[src/rtl/simon_pkg.sv]
// simon_pkg: shared SIMON64/128 constants, state type and rotate helpers.
package simon_pkg;
  localparam int SIMON_WORD = 32;
  localparam int SIMON_ROUNDS = 44;
  localparam int SIMON_KEYWORDS = 4;
  localparam logic [61:0] Z3 = 62'b11011011101011000110010111100000010010001010011100110100001111;
  localparam logic [SIMON_WORD-1:0] SIMON_C = 32'hFFFFFFFC;
  typedef enum logic {IDLE, EXPAND} state_t;
  function automatic logic [SIMON_WORD-1:0] ror(input logic [SIMON_WORD-1:0] x, input int r);
    return (x >> r) | (x << (SIMON_WORD - r));
  endfunction
  function automatic logic [SIMON_WORD-1:0] rol(input logic [SIMON_WORD-1:0] x, input int r);
    return (x << r) | (x >> (SIMON_WORD - r));
  endfunction
endpackage

[src/rtl/simon_key_schedule_if.sv]
// simon_key_schedule_if: key load/status and round-key read port bundle.
interface simon_key_schedule_if;
  logic key_load;
  logic [4*simon_pkg::SIMON_WORD-1:0] key_in;
  logic busy;
  logic done;
  logic key_valid;
  logic [5:0] rk_rd_idx;
  logic [simon_pkg::SIMON_WORD-1:0] rk_rd_data;
  modport master(output key_load, key_in, rk_rd_idx, input busy, done, key_valid, rk_rd_data);
  modport slave(input key_load, key_in, rk_rd_idx, output busy, done, key_valid, rk_rd_data);
endinterface

[src/rtl/simon_key_step.sv]
// simon_key_step: combinational SIMON64/128 next-round-key function.
module simon_key_step
  import simon_pkg::*;
(
  input  logic [SIMON_WORD-1:0] w0,
  input  logic [SIMON_WORD-1:0] w1,
  input  logic [SIMON_WORD-1:0] w3,
  input  logic                  z,
  output logic [SIMON_WORD-1:0] knew
);
  logic [SIMON_WORD-1:0] tmp;
  assign tmp = ror(w3, 3) ^ w1;
  // SIMON_C ^ w0 is the same as ~w0 ^ 3
  assign knew = SIMON_C ^ w0 ^ tmp ^ ror(tmp, 1) ^ {{(SIMON_WORD-1){1'b0}}, z};
endmodule

[src/rtl/simon_key_schedule.sv]
// simon_key_schedule: iterative SIMON64/128 key expansion into a 44x32 register file,
// one round key per clock, with a registered read-back port.
module simon_key_schedule
  import simon_pkg::*;
#(
  parameter int WORD = SIMON_WORD,
  parameter int ROUNDS = SIMON_ROUNDS,
  parameter int KEYWORDS = SIMON_KEYWORDS
) (
  input logic clk,
  input logic rst_n,
  simon_key_schedule_if.slave kif
);
  state_t state;
  logic [5:0] i;
  logic [5:0] zi;
  logic [WORD-1:0] w [KEYWORDS];
  logic [WORD-1:0] mem [ROUNDS];
  logic [WORD-1:0] knew;
  assign zi = 6'd61 - i;
  simon_key_step u_step (.w0(w[0]), .w1(w[1]), .w3(w[3]), .z(Z3[zi]), .knew(knew));
  always_ff @(posedge clk or negedge rst_n) begin
    if (!rst_n) begin
      state <= IDLE;
      i <= '0;
      kif.busy <= 1'b0;
      kif.done <= 1'b0;
      kif.key_valid <= 1'b0;
      kif.rk_rd_data <= '0;
    end else begin
      kif.done <= 1'b0;
      if (kif.key_load) begin
        state <= EXPAND;
        i <= '0;
        kif.busy <= 1'b1;
        kif.key_valid <= 1'b0;
      end else if (state == EXPAND) begin
        i <= i + 6'd1;
        if (i == 6'(ROUNDS - KEYWORDS - 1)) begin
          state <= IDLE;
          kif.busy <= 1'b0;
          kif.done <= 1'b1;
          kif.key_valid <= 1'b1;
        end
      end
      kif.rk_rd_data <= (kif.rk_rd_idx < 6'(ROUNDS)) ? mem[kif.rk_rd_idx] : '0;
    end
  end
  // Key storage and shift window carry no reset; key_valid guards their meaning.
  always_ff @(posedge clk) begin
    if (kif.key_load) begin
      for (int k = 0; k < KEYWORDS; k++) begin
        mem[k] <= kif.key_in[k*WORD +: WORD];
        w[k] <= kif.key_in[k*WORD +: WORD];
      end
    end else if (state == EXPAND) begin
      mem[i + 6'd4] <= knew;
      w[0] <= w[1];
      w[1] <= w[2];
      w[2] <= w[3];
      w[3] <= knew;
    end
  end
endmodule
[src/flat_wrapper.sv]
// flat-port wrapper written by rule: the top's interface ports become plain ports
module simon_key_schedule_flat import simon_pkg::*;
#(
  parameter int WORD = SIMON_WORD,
  parameter int ROUNDS = SIMON_ROUNDS,
  parameter int KEYWORDS = SIMON_KEYWORDS
)
  (clk, rst_n, kif_key_load, kif_key_in, kif_rk_rd_idx, kif_busy, kif_done, kif_key_valid, kif_rk_rd_data);
  simon_key_schedule_if kif_i ();
  input logic clk;
  input logic rst_n;
  input wire logic [$bits(kif_i.key_load)-1:0] kif_key_load;
  input wire logic [$bits(kif_i.key_in)-1:0] kif_key_in;
  input wire logic [$bits(kif_i.rk_rd_idx)-1:0] kif_rk_rd_idx;
  output wire logic [$bits(kif_i.busy)-1:0] kif_busy;
  output wire logic [$bits(kif_i.done)-1:0] kif_done;
  output wire logic [$bits(kif_i.key_valid)-1:0] kif_key_valid;
  output wire logic [$bits(kif_i.rk_rd_data)-1:0] kif_rk_rd_data;
  assign kif_i.key_load = kif_key_load;
  assign kif_i.key_in = kif_key_in;
  assign kif_i.rk_rd_idx = kif_rk_rd_idx;
  assign kif_busy = kif_i.busy;
  assign kif_done = kif_i.done;
  assign kif_key_valid = kif_i.key_valid;
  assign kif_rk_rd_data = kif_i.rk_rd_data;
  simon_key_schedule #(.WORD(WORD), .ROUNDS(ROUNDS), .KEYWORDS(KEYWORDS)) u_core (.clk(clk), .rst_n(rst_n), .kif(kif_i));
endmodule
[config.mk]
export PLATFORM = sky130hd
export DESIGN_NAME = simon_key_schedule_flat
export DESIGN_NICKNAME = d
export VERILOG_FILES = /design/src/rtl/simon_pkg.sv /design/src/rtl/simon_key_schedule_if.sv /design/src/rtl/simon_key_step.sv /design/src/rtl/simon_key_schedule.sv /design/src/flat_wrapper.sv
export SDC_FILE = /design/constraint.sdc
export NUM_CORES = 2
export LEC_CHECK = 0
export CAP_MARGIN = 20
export CORE_ASPECT_RATIO = 1.1
export CORE_MARGIN = 1.5
export CORE_UTILIZATION = 55
export DETAILED_ROUTE_END_ITERATION = 16
export PLACE_DENSITY = 0.76
export RECOVER_POWER = 25
export REMOVE_ABC_BUFFERS = 1
export SETUP_SLACK_MARGIN = 0.3
export SLEW_MARGIN = 20
export SYNTH_ARGS = -nofsm -noshare
export SYNTH_HDL_FRONTEND = slang
export SYNTH_HIERARCHICAL = 1
export SYNTH_SLANG_ARGS = --single-unit
[constraint.sdc]
create_clock -name clk -period 3.7 [get_ports clk]
set_input_delay 0.37 -clock clk [delete_from_list [all_inputs] [get_ports clk]]
set_output_delay 0.37 -clock clk [all_outputs]
set_load 0.01 [all_outputs]
# Yosys cells after proc, flatten, opt, wreduce, memory -nomap -nowiden
# Memory sizes are Yosys's and may differ from the RTL's.
# Cells that the tools add are included.
# totals
reg_bits,42
mem_bits_rw,1536
mem_bits_ro,64
output_inout_bits,35
word_cells,58
n_memories,3
# op_classes
n_addsub,3
n_lt_le_gt_ge,2
eq_ne,1
n_mux,28
n_bitwise,11
reduce_logical,4
# memory_table
name,words,width,rd,rd_ports_with_merged_regs,wr,line,text
u_core.mem,44,32,1,0,4,simon_key_schedule.sv:18,logic [WORD-1:0] mem [ROUNDS];
u_core.w,4,32,4,0,4,simon_key_schedule.sv:17,logic [WORD-1:0] w [KEYWORDS];
(name not given),64,1,1,0,0,simon_key_schedule.sv:21,"simon_key_step u_step (.w0(w[0]), .w1(w[1]), .w3(w[3]), .z(Z3[zi]), .knew(knew));"
# ops
operator,n
two-way mux 32 bit,6
XOR 32 bit,3
bitwise OR 29 x 32 -> 32 bit,1
bitwise OR 31 x 32 -> 32 bit,1
OR reduction 32 bit,1
XOR 32 x 1 -> 32 bit,1
inverter 30 bit,1
two-way mux 1 bit,19
two-way mux 6 bit,3
"less-than comparator 6 x 7 -> 1 bit, second input constant",1
"adder 6 x 1 -> 6 bit, second input constant",1
"adder 6 x 3 -> 6 bit, second input constant",1
"== test 6 bit, second input constant",1
"less-than comparator 6 bit, second input constant",1
"subtractor 6 bit, first input constant",1
bitwise OR 1 bit,4
nonzero test 2 bit,2
AND reduction 2 bit,1

# Longest topological paths before layout
# logic_depth
word_depth,6
ltp_mapped,11
mapped_depth_nobuf,10

# By module
# The synthesis kept the hierarchy.
# by_module_without_submodules
module,n_inst,cells_each,area_per_inst_um2,seq_area_each_um2
simon_key_schedule,1,3286,62581.3,47175.2
simon_key_step,1,66,1124.8,0.0

# Worst setup path before layout
# Ideal clock, no wire load.
# synth_timing
path_kind,register to register
startpoint,register u_core.i[1]
endpoint,memory u_core/mem[0][0] in the netlist's numbering (data pin)
setup_time_ns,0.260
t_arrival_ns,3.143
slack_ns,0.297
stages_incl_launch_ff,9
n_path_buf,0
period_less_slack_ns,3.403
path_cell_list,dfrtp_1 ha_1 xor2_4 mux2_2 mux4_2 mux2_4 xnor2_1 xnor3_1 mux2_2
# synth_lines
item,line,text
"start, declared",simon_key_schedule.sv:15,logic [5:0] i;
"start signal, assigned",simon_key_schedule.sv:38,i <= i + 6'd1;
"end, declared",simon_key_schedule.sv:18,

==> summary.md <==
• Seq/Total Area, Yosys: 74.1%
• leakage power: 24.8 nW
• total half-perimeter wirelength after legalization and detailed placement: 88100 um
• violations in the final reports: max-capacitance violations, max-slew violations
• startpoint of the worst hold path: kif_rk_rd_idx[2]
• CP Launch Type: flop
• post-route cell area: 72800 um2
• most common cell after layout, fill and taps aside: sky130_fd_sc_hd__edfxtp_1
• run status: finished, violations left
• detailed router's first-iteration violation count: 3663
• initial antenna violation count: 6
• count of buffers from port buffering: 171
• largest net degree at the start of global routing: 131
• chip height: 360 um
• endpoint of the worst hold-timing path: u_core/kif.rk_rd_data[8]$_DFF_PN0_
• root buffer cell: sky130_fd_sc_hd__clkbuf_16
• r2r endpoint: u_core/mem[36][0]$_DFFE_PP_
• clock latency on the worst-skew pair: 0.74 ns
• Max clock buf depth: 3
• gr ovfl total: 0
• Seq cells post-synth: 1578
• count of cells along the worst register-to-register path: 9
• cell area after synthesis: 63700 um2
• distinct cell type count after synthesis: 54
• Setup Total Neg Slack: 0 ns
• number of remaining DRC errors: 0
• number of setup violations in the final report: 0
• post-route clock period utilization: 91.8%
• via-per-instance ratio: 6.28
• maximum frequency from static timing analysis: 294 MHz
• Post-Synthesis Cells: 3352
• area fraction of the dominant cell type after synthesis: 72.4%
• number of buffers created by CTS: 147
• number of optimization iterations in the first detailed-route pass: 6
• element type at the critical path end: flop
• TritonCTS clock tree: built
• class of the tightest hold or removal check: in2reg
• clock transition at the registers of the reported paths: 0.06 ns
• relative max-transition margin: -71.4%
• first-pass GRT wire length: 222000 um
• data arrival time of the critical path: 3.86 ns
• synthesis-to-layout area growth: 14.3%
• fraction of final layout cells sized beyond drive strength 1: 21.5%
• yosys synthesis warning count: 6
• library cell occupying the most area in the post-synthesis netlist: sky130_fd_sc_hd__edfxtp_1
• Max Cap Violations: 23
• number of synthesized flops with an enable pin: 1536
• Num Clock Sinks: 1578
• total power: 52.4 mW
• via count of the first global-routing pass: 33700
• vias: 33000
• Max IR drop VDD: 0.818 mV
• Placed Instance Area: 68400 um2
• number of fill cells in the layout: 7640
• RePlAce Congestion: 0.808
• largest fanout of any net on the critical path: 28
• most frequent cells in the layout: 1536 x sky130_fd_sc_hd__edfxtp_1, 404 x sky130_fd_sc_hd__nand2_1, 275 x sky130_fd_sc_hd__mux4_2
• most used flip-flop cell after synthesis: sky130_fd_sc_hd__edfxtp_1
• nets@finish: 3773
• Total Wirelength: 151000 um
• average wire per standard cell: 28.7 um
• Synth Area per Inst: 19.0 um2
• number of placed I/O pins: 172
• slew at the pin closest to its max-slew limit: 2.57 ns
• most area-consuming cells after synthesis: sky130_fd_sc_hd__edfxtp_1 72%, sky130_fd_sc_hd__mux4_2 9.7%, sky130_fd_sc_hd__mux2i_1 3.7%
• required time worst endpoint: 4.16 ns
• Std-Cell Core Area: 115000 um2
• Critical R2R Launch: u_core/i[1]$_DFFE_PN0P_
• R2R setup slack: 0.30 ns
• critical setup path kind: reg2reg
• Setup Skew: 0.0190 ns
• post-detailed-route count of antenna-violating nets: 0
• Max H-tree Level: 4
• initial core utilization: 55.6%
• hold violation total from the final report: 0
• combined global-route utilization of all metal layers: 25.9%
• power per unit of standard cell area: 719 nW/um2
• Final Max Tran Viols: 1102
• post-route minimum period: 3.40 ns
• fraction of registers with async set/reset: 2.66%
• worst hold path depth: 3
• Rows: 130
• floorplan die width: 328 um
• die footprint: 118000 um2
• setup repair after global routing missed its margin: false
## metal layers
layer	up-vias	global-route usage [%]	part of all wire, %
met2	1698	41.7	49
met5	-	0	0.034
met4	8	8.54	3.0
li1	13900	-	-
met3	274	5.92	9.5
met1	17100	35.1	38
## sequential cells by signal, indices dropped and copies added, names as in the netlist
signal	flops
u_core/kif.rk_rd_data	32
u_core/w	128
u_core/kif.key_valid	1
u_core/state	1
u_core/kif.done	1
u_core/mem	1408
u_core/kif.busy	1
u_core/i	6
## report_power, final
| part | internal (mW) | leakage (nW) | total [mW] | switching, mW |
|---|---|---|---|---|
| clock network | 8.23 | 2.24 | 14.6 | 6.35 |
| logic | 2.26 | 7.86 | 10.4 | 8.11 |
| registers | 27.0 | 14.7 | 27.4 | 0.459 |
## final cells by class
type | instances | area (um2) | area share (%)
flip-flops and latches | 1578 | 47200 | 64.8
clock buffers | 199 | 3990 | 5.47
repair buffers | 315 | 3270 | 4.49
well taps | 1518 | 1900 | 2.61
diodes | 1 | 2.50 | 0.00344
multi-input cells | 1574 | 15800 | 21.7
clock inverters | 67 | 636 | 0.873
inverters | 8 | 30.0 | 0.0412
## synth_stat cells, types with 2 or more instances
master / instances
sky130_fd_sc_hd__a2111oi_0: 2
sky130_fd_sc_hd__a2111oi_1: 8
sky130_fd_sc_hd__a2111oi_2: 9
sky130_fd_sc_hd__a211oi_1: 9
sky130_fd_sc_hd__a21oi_1: 85
sky130_fd_sc_hd__a221oi_1: 28
sky130_fd_sc_hd__a22oi_1: 5
sky130_fd_sc_hd__a31oi_1: 2
sky130_fd_sc_hd__and2_1: 2
sky130_fd_sc_hd__buf_1: 16
sky130_fd_sc_hd__buf_2: 59
sky130_fd_sc_hd__buf_4: 23
sky130_fd_sc_hd__buf_6: 8
sky130_fd_sc_hd__clkbuf_1: 84
sky130_fd_sc_hd__clkbuf_2: 2
sky130_fd_sc_hd__dfrtp_1: 42
sky130_fd_sc_hd__edfxtp_1: 1536
sky130_fd_sc_hd__ha_1: 12
sky130_fd_sc_hd__inv_1: 8
sky130_fd_sc_hd__mux2_2: 129
sky130_fd_sc_hd__mux2i_1: 234
sky130_fd_sc_hd__mux4_2: 275
sky130_fd_sc_hd__nand2_1: 404
sky130_fd_sc_hd__nand2b_1: 10
sky130_fd_sc_hd__nand3_1: 11
sky130_fd_sc_hd__nand3b_1: 2
sky130_fd_sc_hd__nand4_1: 2
sky130_fd_sc_hd__nor2_1: 122
sky130_fd_sc_hd__nor2b_1: 5
sky130_fd_sc_hd__nor3_1: 2
sky130_fd_sc_hd__o211a_1: 4
sky130_fd_sc_hd__o21ai_0: 51
sky130_fd_sc_hd__o21ai_1: 4
sky130_fd_sc_hd__o221ai_1: 28
sky130_fd_sc_hd__o22ai_1: 11
sky130_fd_sc_hd__o2bb2ai_1: 27
sky130_fd_sc_hd__o311ai_0: 4
sky130_fd_sc_hd__or2_2: 2
sky130_fd_sc_hd__xnor2_1: 4
sky130_fd_sc_hd__xnor3_1: 31
sky130_fd_sc_hd__xor2_1: 24
sky130_fd_sc_hd__xor2_2: 14
## what timing repair did
action / CTS / global route
gates resized for setup: 1 / 0
hold endpoints to repair: 20 / 0
hold buffers: 1 / 0
setup endpoints to repair: 28 / 8
buffers inserted: 0 / 3
## worst max-delay path by stage
| stage | slack (ns) | to | start |
|---|---|---|---|
| final | 0.30 | u_core/mem[36][0]$_DFFE_PP_ | u_core/i[1]$_DFFE_PN0P_ |
| after global routing | 0.21 | u_core/mem[39][0]$_DFFE_PP_ | u_core/i[1]$_DFFE_PN0P_ |
| after CTS | 0.42 | u_core/mem[36][0]$_DFFE_PP_ | u_core/i[1]$_DFFE_PN0P_ |
| after detailed placement | 0.29 | u_core/mem[41][0]$_DFFE_PP_ | u_core/i[1]$_DFFE_PN0P_ |
| after global placement | 0.43 | u_core/mem[36][0]$_DFFE_PP_ | u_core/i[1]$_DFFE_PN0P_ |
| after floorplan | -4.26 | u_core/mem[2][0]$_DFFE_PP_ | u_core/state$_DFF_PN0_ |
## worst max-delay path, stage by stage, from the launching register on
cell	delay, ns
sky130_fd_sc_hd__dfrtp_1	0.35
sky130_fd_sc_hd__clkbuf_1	0.33
sky130_fd_sc_hd__inv_1	0.19
sky130_fd_sc_hd__ha_1	0.36
sky130_fd_sc_hd__mux2_2	0.27
sky130_fd_sc_hd__mux4_2	0.45
sky130_fd_sc_hd__mux2_4	0.31
sky130_fd_sc_hd__xnor2_1	0.18
sky130_fd_sc_hd__xnor3_2	0.41
sky130_fd_sc_hd__buf_4	0.27
## kinds of logic (layout without fill, tap and decap cells)
family | count (synthesis) | count (layout) | share of synthesized area [%]
AOI/OAI and AO/OA | 281 | 281 | 3.08
adders and majority gates | 12 | 12 | 0.236
DFF | 1578 | 1578 | 74.1
muxes | 639 | 639 | 15.7
and+or+nand+nor | 567 | 567 | 3.49
xor gates and xnor gates | 75 | 75 | 1.92
buffers and inverters | 200 | 589 | 1.53
other | 0 | 1 | 0
## metrics by stage
step | setup slack, ns | instances | hold WS, ns | util [%]
4_1_cts | 0.416 | 5256 | 0.214 | 63.8
5_1_grt | 0.205 | 5259 | 0.267 | 63.6
3_3_place_gp | 0.434 | 4989 | 0.480 | 59.7
3_5_place_dp | 0.286 | 4989 | 0.477 | 59.7
2_1_floorplan | -4.26 | 3160 | 0.0744 | -
6_report | 0.302 | 5260 | 0.266 | 63.6
Note: power is estimated with default switching activity, not from simulation.
